## src/rtl/piano_pkg.sv

```systemverilog
// Shared constants and key-selection helper for the DE0 piano keypad and tone generator.
package piano_pkg;

   localparam int unsigned NUM_KEYS      = 8;
   localparam int unsigned CODE_W        = 3;
   localparam int unsigned DEBOUNCE_20MS = 1_000_000;

   localparam int unsigned KEY_C_LO = 7;
   localparam int unsigned KEY_D    = 6;
   localparam int unsigned KEY_E    = 5;
   localparam int unsigned KEY_F    = 4;
   localparam int unsigned KEY_G    = 3;
   localparam int unsigned KEY_A    = 2;
   localparam int unsigned KEY_B    = 1;
   localparam int unsigned KEY_C_HI = 0;

   typedef struct packed {
      logic [NUM_KEYS-1:0] onehot;
      logic [CODE_W-1:0]   code;
      logic                valid;
   } key_sel_t;

   // Lowest set index wins: scanning downward lets the last hit override.
   function automatic key_sel_t key_select(input logic [NUM_KEYS-1:0] held);
      key_sel_t sel;
      sel = '0;
      for (int i = NUM_KEYS - 1; i >= 0; i--) begin
         if (held[i]) begin
            sel.onehot    = '0;
            sel.onehot[i] = 1'b1;
            sel.code      = CODE_W'(i);
            sel.valid     = 1'b1;
         end
      end
      return sel;
   endfunction

endpackage

```

## src/rtl/piano_keypad_debounce.sv

```systemverilog
// Single key channel: 2-flop synchroniser, polarity normalisation and stability counter.
module key_debounce
   import piano_pkg::*;
#(
   parameter int unsigned DEBOUNCE_CYCLES = DEBOUNCE_20MS,
   parameter int unsigned RAW_ACTIVE_LOW  = 1
) (
   input  logic clk,
   input  logic rst,
   input  logic raw,
   output logic stable
);

   localparam int unsigned   CntW     = (DEBOUNCE_CYCLES > 1) ? $clog2(DEBOUNCE_CYCLES) : 1;
   localparam logic [CntW-1:0] CntMax = CntW'(DEBOUNCE_CYCLES - 1);
   localparam logic          RelLevel = (RAW_ACTIVE_LOW != 0) ? 1'b1 : 1'b0;

   logic [1:0]      sync_q;
   logic            level;
   logic            stable_q, stable_d;
   logic [CntW-1:0] cnt_q, cnt_d;

   // XOR with the released level maps the pin onto pressed=1.
   assign level = sync_q[1] ^ RelLevel;

   always_comb begin
      stable_d = stable_q;
      cnt_d    = cnt_q;
      if (level == stable_q) begin
         cnt_d = '0;
      end else if (cnt_q == CntMax) begin
         stable_d = ~stable_q;
         cnt_d    = '0;
      end else begin
         cnt_d = cnt_q + 1'b1;
      end
   end

   always_ff @(posedge clk or negedge rst) begin
      if (!rst) begin
         sync_q   <= {2{RelLevel}};
         stable_q <= 1'b0;
         cnt_q    <= '0;
      end else begin
         sync_q   <= {sync_q[0], raw};
         stable_q <= stable_d;
         cnt_q    <= cnt_d;
      end
   end

   assign stable = stable_q;

endmodule

```

## src/rtl/piano_keypad.sv

```systemverilog
// Debounced, priority-reduced one-hot key vector with code, valid and press strobe.
module piano_keypad
   import piano_pkg::*;
#(
   parameter int unsigned DEBOUNCE_CYCLES = DEBOUNCE_20MS,
   parameter int unsigned RAW_ACTIVE_LOW  = 1
) (
   input  logic                clk,
   input  logic                rst,
   input  logic [NUM_KEYS-1:0] key_raw,
   output logic [NUM_KEYS-1:0] key,
   output logic [CODE_W-1:0]   key_code,
   output logic                key_valid,
   output logic                key_press
);

   logic [NUM_KEYS-1:0] stable;
   key_sel_t            sel;
   logic [NUM_KEYS-1:0] key_q;
   logic [CODE_W-1:0]   code_q;
   logic                valid_q;
   logic                press_q, press_d;

   for (genvar g = 0; g < NUM_KEYS; g++) begin : gen_key
      key_debounce #(
         .DEBOUNCE_CYCLES(DEBOUNCE_CYCLES),
         .RAW_ACTIVE_LOW (RAW_ACTIVE_LOW)
      ) u_debounce (
         .clk   (clk),
         .rst   (rst),
         .raw   (key_raw[g]),
         .stable(stable[g])
      );
   end

   always_comb begin
      sel     = key_select(stable);
      press_d = sel.valid && (sel.onehot != key_q);
   end

   always_ff @(posedge clk or negedge rst) begin
      if (!rst) begin
         key_q   <= '0;
         code_q  <= '0;
         valid_q <= 1'b0;
         press_q <= 1'b0;
      end else begin
         key_q   <= sel.onehot;
         code_q  <= sel.code;
         valid_q <= sel.valid;
         press_q <= press_d;
      end
   end

   assign key       = key_q;
   assign key_code  = code_q;
   assign key_valid = valid_q;
   assign key_press = press_q;

endmodule
```

## config.mk

```make
export PLATFORM = sky130hd
export DESIGN_NAME = piano_keypad
export DESIGN_NICKNAME = d
export VERILOG_FILES = /design/src/rtl/piano_pkg.sv /design/src/rtl/piano_keypad_debounce.sv /design/src/rtl/piano_keypad.sv
export SDC_FILE = /design/constraint.sdc
export NUM_CORES = 1
export LEC_CHECK = 0
export CAP_MARGIN = 20
export CORE_ASPECT_RATIO = 1.5
export CORE_UTILIZATION = 35
export DETAILED_ROUTE_END_ITERATION = 7
export SYNTH_ARGS = -nofsm -noshare
export SYNTH_HDL_FRONTEND = slang
export SYNTH_SLANG_ARGS = --single-unit
```

## constraint.sdc

```tcl
create_clock -name clk -period 5.09 [get_ports clk]
set_clock_uncertainty 0.15 [all_clocks]
set_input_delay 0.7635 -clock clk [delete_from_list [all_inputs] [get_ports clk]]
set_output_delay 0.7635 -clock clk [all_outputs]
set_load 0.005 [all_outputs]
```

# After elaboration in Yosys (flattened, before gate mapping)
# Index checks and enable logic that the tools add are counted.
[word_totals]
output_inout_bits = 13
inputBits = 10
word_cells = 110
register_bits = 197
[op_classes]
n_mux = 24
addsub = 8
eq_ne = 17
reduce_logical = 9
bitwise_logic = 24
[ops]
columns = ["cell", "n"]
rows = [
  ["$mux W20", 16],
  ["$add A20 B1 Y20 const B", 8],
  ["$eq A20 B20 Y1 const B", 8],
  ["$mux W12", 8],
  ["$not A1 Y1", 24],
  ["$reduce_and A2 Y1", 8],
  ["$eq A1 B1 Y1", 8],
  ["$ne A8 B8 Y1", 1],
  ["$logic_and A1 B1 Y1", 1],
]

# Longest topological paths before layout
[depth]
depth_word = 10
ltp_mapped = 7
ltp_nobuf = 6

# Cells and area by module
# A second synthesis with hierarchy kept.
[hier_totals]
cells_unflattened = 929
area_unflattened_um2 = 9447.8
[by_module_without_submodules]
columns = ["module", "cells_each", "seq_area_each_um2", "n_inst", "area_each_um2"]
rows = [
  ["key_debounce", 109, 578.1, 8, 1103.6],
  ["piano_keypad", 57, 325.3, 1, 619.3],
]

# Worst setup path after synthesis
# OpenSTA, ideal clock, no wires.
[synth_path]
path_type = "reg-to-reg"
from = "register gen_key[1].u_debounce.stable_q"
to = "register press_q (netlist: key_press)"
period_less_slack_ns = 1.921
path_stages_with_launch = 7
t_arrival_ns = 1.637
setup_ns = 0.134
path_slack_ns = 3.169
n_path_buf = 1
cell_sequence = "dfrtp_1 > buf_4 > or4_4 > nor3_4 > xor2_2 > o32ai_1 > o22ai_1"
[synth_lines]
columns = ["item", "line", "rtl"]
rows = [
  ["start, declared", "piano_keypad_debounce.sv:20", "logic stable_q, stable_d;"],
  ["start signal, assigned", "piano_keypad_debounce.sv:46", "stable_q <= stable_d;"],
  ["end signal, assigned", "piano_keypad.sv:51", "press_q <= press_d;"],
  ["end, declared", "piano_keypad.sv:22", "logic press_q, press_d;"],
]

# Worst setup path after layout
[layout_path]
from = "register key_q[2] (netlist: key[2])"
to = "output port key[2]"
[layout_lines]
columns = ["item", "line", "rtl"]
rows = [
  ["start, declared", "piano_keypad.sv:19", "logic [NUM_KEYS-1:0] key_q;"],
  ["start signal, assigned", "piano_keypad.sv:48", "key_q <= sel.onehot;"],
  ["end, declared", "piano_keypad.sv:11", "output logic [NUM_KEYS-1:0] key,"],
]
# No word-level cell between the ends.

==> results by group <==
Run status
  • Outcome: completed

Die
  • Die width: 133.8 um
  • Boundary Pins: 23
  • Starting Density: 35.55%
  • Rows: a little over 70
  • Core area: ~0.026 sq mm
  • Die Area: 0.02674 sq mm
  • Die Y: 199.8 um

Clock tree
  • H-tree Lvls: 4
  • Clk buf depth: 2
  • Hold buffer count at CTS: 0
  • Clock-pin slew on the worst setup and hold paths: 70 ps
  • Postcts setup bufs: 0
  • CTS resizes: 0
  • Cts bufs inserted: 17
  • Root Driver: clkbuf_16
  • CTS tree: done
  • Clk Latency, worst-skew pair: between 400 and 500 ps
  • CTS Sinks: 197

Logic synthesis
  • Seq/Total Area, Yosys: 54.24%
  • Distinct cells, synth: 54
  • Mux share of post-synthesis cell area: 1.001%
  • Post-Syn Area: 0.009126 sq mm
  • Synth Area in XOR/XNOR: 14.77%
  • Yosys warns: 0
  • EDFF count, synth: 0
  • Main combinational cell family by area after synthesis: simple AND/OR/NAND/NOR gates
  • Post-synthesis simple-gate area fraction: around a quarter
  • Async S/R FF share, synth: 100.0%
  • Syn_area_per_cell: 10.27 sq um
  • Post-Syn Nets: between 900 and 1000
  • Top_reg_cell synth: dfrtp_1
  • Syn Inst Count: 889
  • #FFs+latches synth: 197
  • Synth Area in Compound Gates: 0.7540%
  • Synthesized-area fraction occupied by adder cells: 1.097%

Layout
  • Ratio of cells with drive above 1 in the final layout: 7.568%
  • N_diodes: 0
  • Core Util, Final: about 40%
  • Nets: slightly above 900
  • Commonest non-fill, non-tap cell in the layout: nor2_1
  • Most frequent cells in the layout: nor2_1 (198), dfrtp_1 (181), xor2_1 (87)
  • Syn-to-layout area delta: 12.26%

Critical path
  • Launch point of the worst reg-to-reg path: gen_key[6].u_debounce.cnt_q[12]
  • Crit Path Class: reg -> out
  • Reg2reg path depth: 5
  • Critical Path AT: 1440 ps
  • Critical Path, Cell by Cell: clkdlybuf4s50_1
  • CP Max Fanout: 4
  • CP Depth: 1
  • CP Buf/Inv Count: 1
  • Worst Setup SP: key[2]
  • CP max stage delay: 550 ps
  • Crit-path leading delay family: buffers and inverters
  • Required @ worst endpoint: between 4000 and 5000 ps
  • R2r endpoint: gen_key[6].u_debounce.cnt_q[3]
  • Critical path launch point type: register
  • Slowest cell on crit path: clkdlybuf4s50_1
  • Nature of the critical path endpoint: primary output
  • Worst setup endpoint: key[2]
  • R2R Setup Slk: 2830 ps

Run
  • Max-cap violations: 0

GRT
  • GRT Total Usage: 13.45%
  • Initial antenna violation count: 0
  • GRT overflow: 0
  • Vias in the first global route: roughly 6400
  • Global-route wire length before repair: about 29000 um
  • Largest net degree at the start of global routing: 123

Placement
  • HPWL Detailed: 11310 um
  • Port Buffers: 22
  • Routability cong.: 0.7465

Route
  • Top Metal Used: met4
  • First drt pass iteration count: 4
  • Initial DRC count: ~320
  • Detail Route Antenna Nets: 0
  • Via count: 6061
  • Metal3 WL: 333 um
  • Wire per inst: 13.10 um
  • Drt total wl: 16480 um
  • Vias per inst: a little under 5
  • Metal2 WL: 8552 um
  • # DRC: 0
  • Wl on met1: 7360 um

Hold path
  • Worst hold path class: reg -> reg
  • Hold path start: gen_key[0].u_debounce.sync_q[0]

Timing
  • Hold slack: 206.7 ps
  • Fin. Hold Viols: 0
  • Setup TNS: 0 ps
  • RSZ-0062 raised after global routing: false
  • Final Critical Period: roughly 2400 ps
  • Final setup vio count: 0
  • Max transition margin: 35.29%
  • Worst Tran Pin Value: 970.6 ps
  • Slew Viols, Final: 0
  • F_max: about 0.43 GHz
  • Final period util: 46.19%

Power
  • Total Power: between 0.003 and 0.004 W
  • Logic gate share of total power: 2.9%
  • Sw Share: 21.71%
  • Peak supply drop: roughly 0.00017 V
  • Sequential Power Share: 52.2%
  • Clock power share: 44.9%
  • Internal: 0.002419 W
  • Power Density: 301.5 mW/mm^2
  • Psw: 0.0006707 W
  • Leakage: 4.297 nW
sequential cells by signal (all words and copies together) (netlist names):
signal                     cells
key                            8
gen_key.u_debounce.cnt_q     160
key_code                       3
key_press                      1
gen_key.u_debounce.stable      8
key_valid                      1
gen_key.u_debounce.sync_q     16
area by class of cell:
| type | count | area [sq um] |
|---|---|---|
| Clock buffer | 21 | 460.4 |
| Clock inverter | 11 | 151.4 |
| Fill cell | 2527 | 15430 |
| Inverter | 29 | 108.9 |
| Multi-Input combinational cell | 643 | 3919 |
| Sequential cell | 197 | 4950 |
| Tap cell | 333 | 416.7 |
| Timing Repair Buffer | 24 | 239.0 |
per-stage QoR:
step	setup WS [ps]	instances	instance area, sq um
final	2739	1258	10240
after global routing	2535	1258	10240
after CTS	2712	1258	10240
after detailed placement	2751	1226	9633
after global placement	2783	1226	9633
after floorplan	3169	889	9126
layer usage:
metal,GRT usage (%),vias up
met5,0,-
met4,5.219,0
met3,2.551,16
met2,24.06,46
met1,15.85,2963
li1,-,3036
cells in the mapped netlist (all sizes together), types with 2 or more instances:
cell type / number / area [sq um]
dfrtp: 181 / 4529
xor2: 88 / 778.3
nor3: 25 / 141.4
buf: 19 / 145.1
and3: 15 / 95.09
ha: 8 / 100.1
nand2b: 2 / 12.51
nor2: 198 / 743.2
nor4: 26 / 183.9
inv: 29 / 108.9
nor4b: 2 / 23.77
or4b: 2 / 20.02
nor4bb: 4 / 40.04
and4: 11 / 98.84
and2: 5 / 31.28
xnor2: 65 / 569.3
and4b: 2 / 20.02
o32ai: 2 / 17.52
or3: 3 / 20.02
or4: 3 / 30.03
nand2: 52 / 195.2
o21ai: 2 / 10.01
nand4: 28 / 190.2
a21oi: 3 / 15.01
o22ai: 2 / 12.51
mux2i: 8 / 80.08
dfstp: 16 / 420.4
nor3b: 2 / 15.01
or2: 7 / 43.79
nand3: 70 / 360.3
power by group through the flow:
stage                     clock (W)  combinational [W]  sequential, W
after floorplan                   0          0.0000523        0.00164
after global placement            0          0.0000954        0.00164
after detailed placement          0          0.0000959        0.00164
after CTS                   0.00143          0.0000962        0.00161
after global routing        0.00150           0.000109        0.00161
final                       0.00139          0.0000909        0.00161
cells by family after synthesis:
family / Yosys count
adders and majority gates: 8
buffers and inverters: 49
AOI/OAI and AO/OA: 11
muxes: 9
xor gates and xnor gates: 153
and+or+nand+nor: 462
DFF: 197
how the worst min path moves through the flow:
| stage | end | slack, ps | cells after the start |
|---|---|---|---|
| 3_5_place_dp | gen_key[5].u_debounce.sync_q[1] | 200 | 0 |
| 5_1_grt | gen_key[3].u_debounce.sync_q[1] | 210 | 0 |
| 3_3_place_gp | gen_key[0].u_debounce.sync_q[1] | 200 | 0 |
| 6_report | gen_key[0].u_debounce.sync_q[1] | 210 | 0 |
| 2_1_floorplan | gen_key[0].u_debounce.sync_q[1] | 200 | 0 |
| 4_1_cts | gen_key[5].u_debounce.sync_q[1] | 210 | 0 |
(Power assumes the default switching activity.)
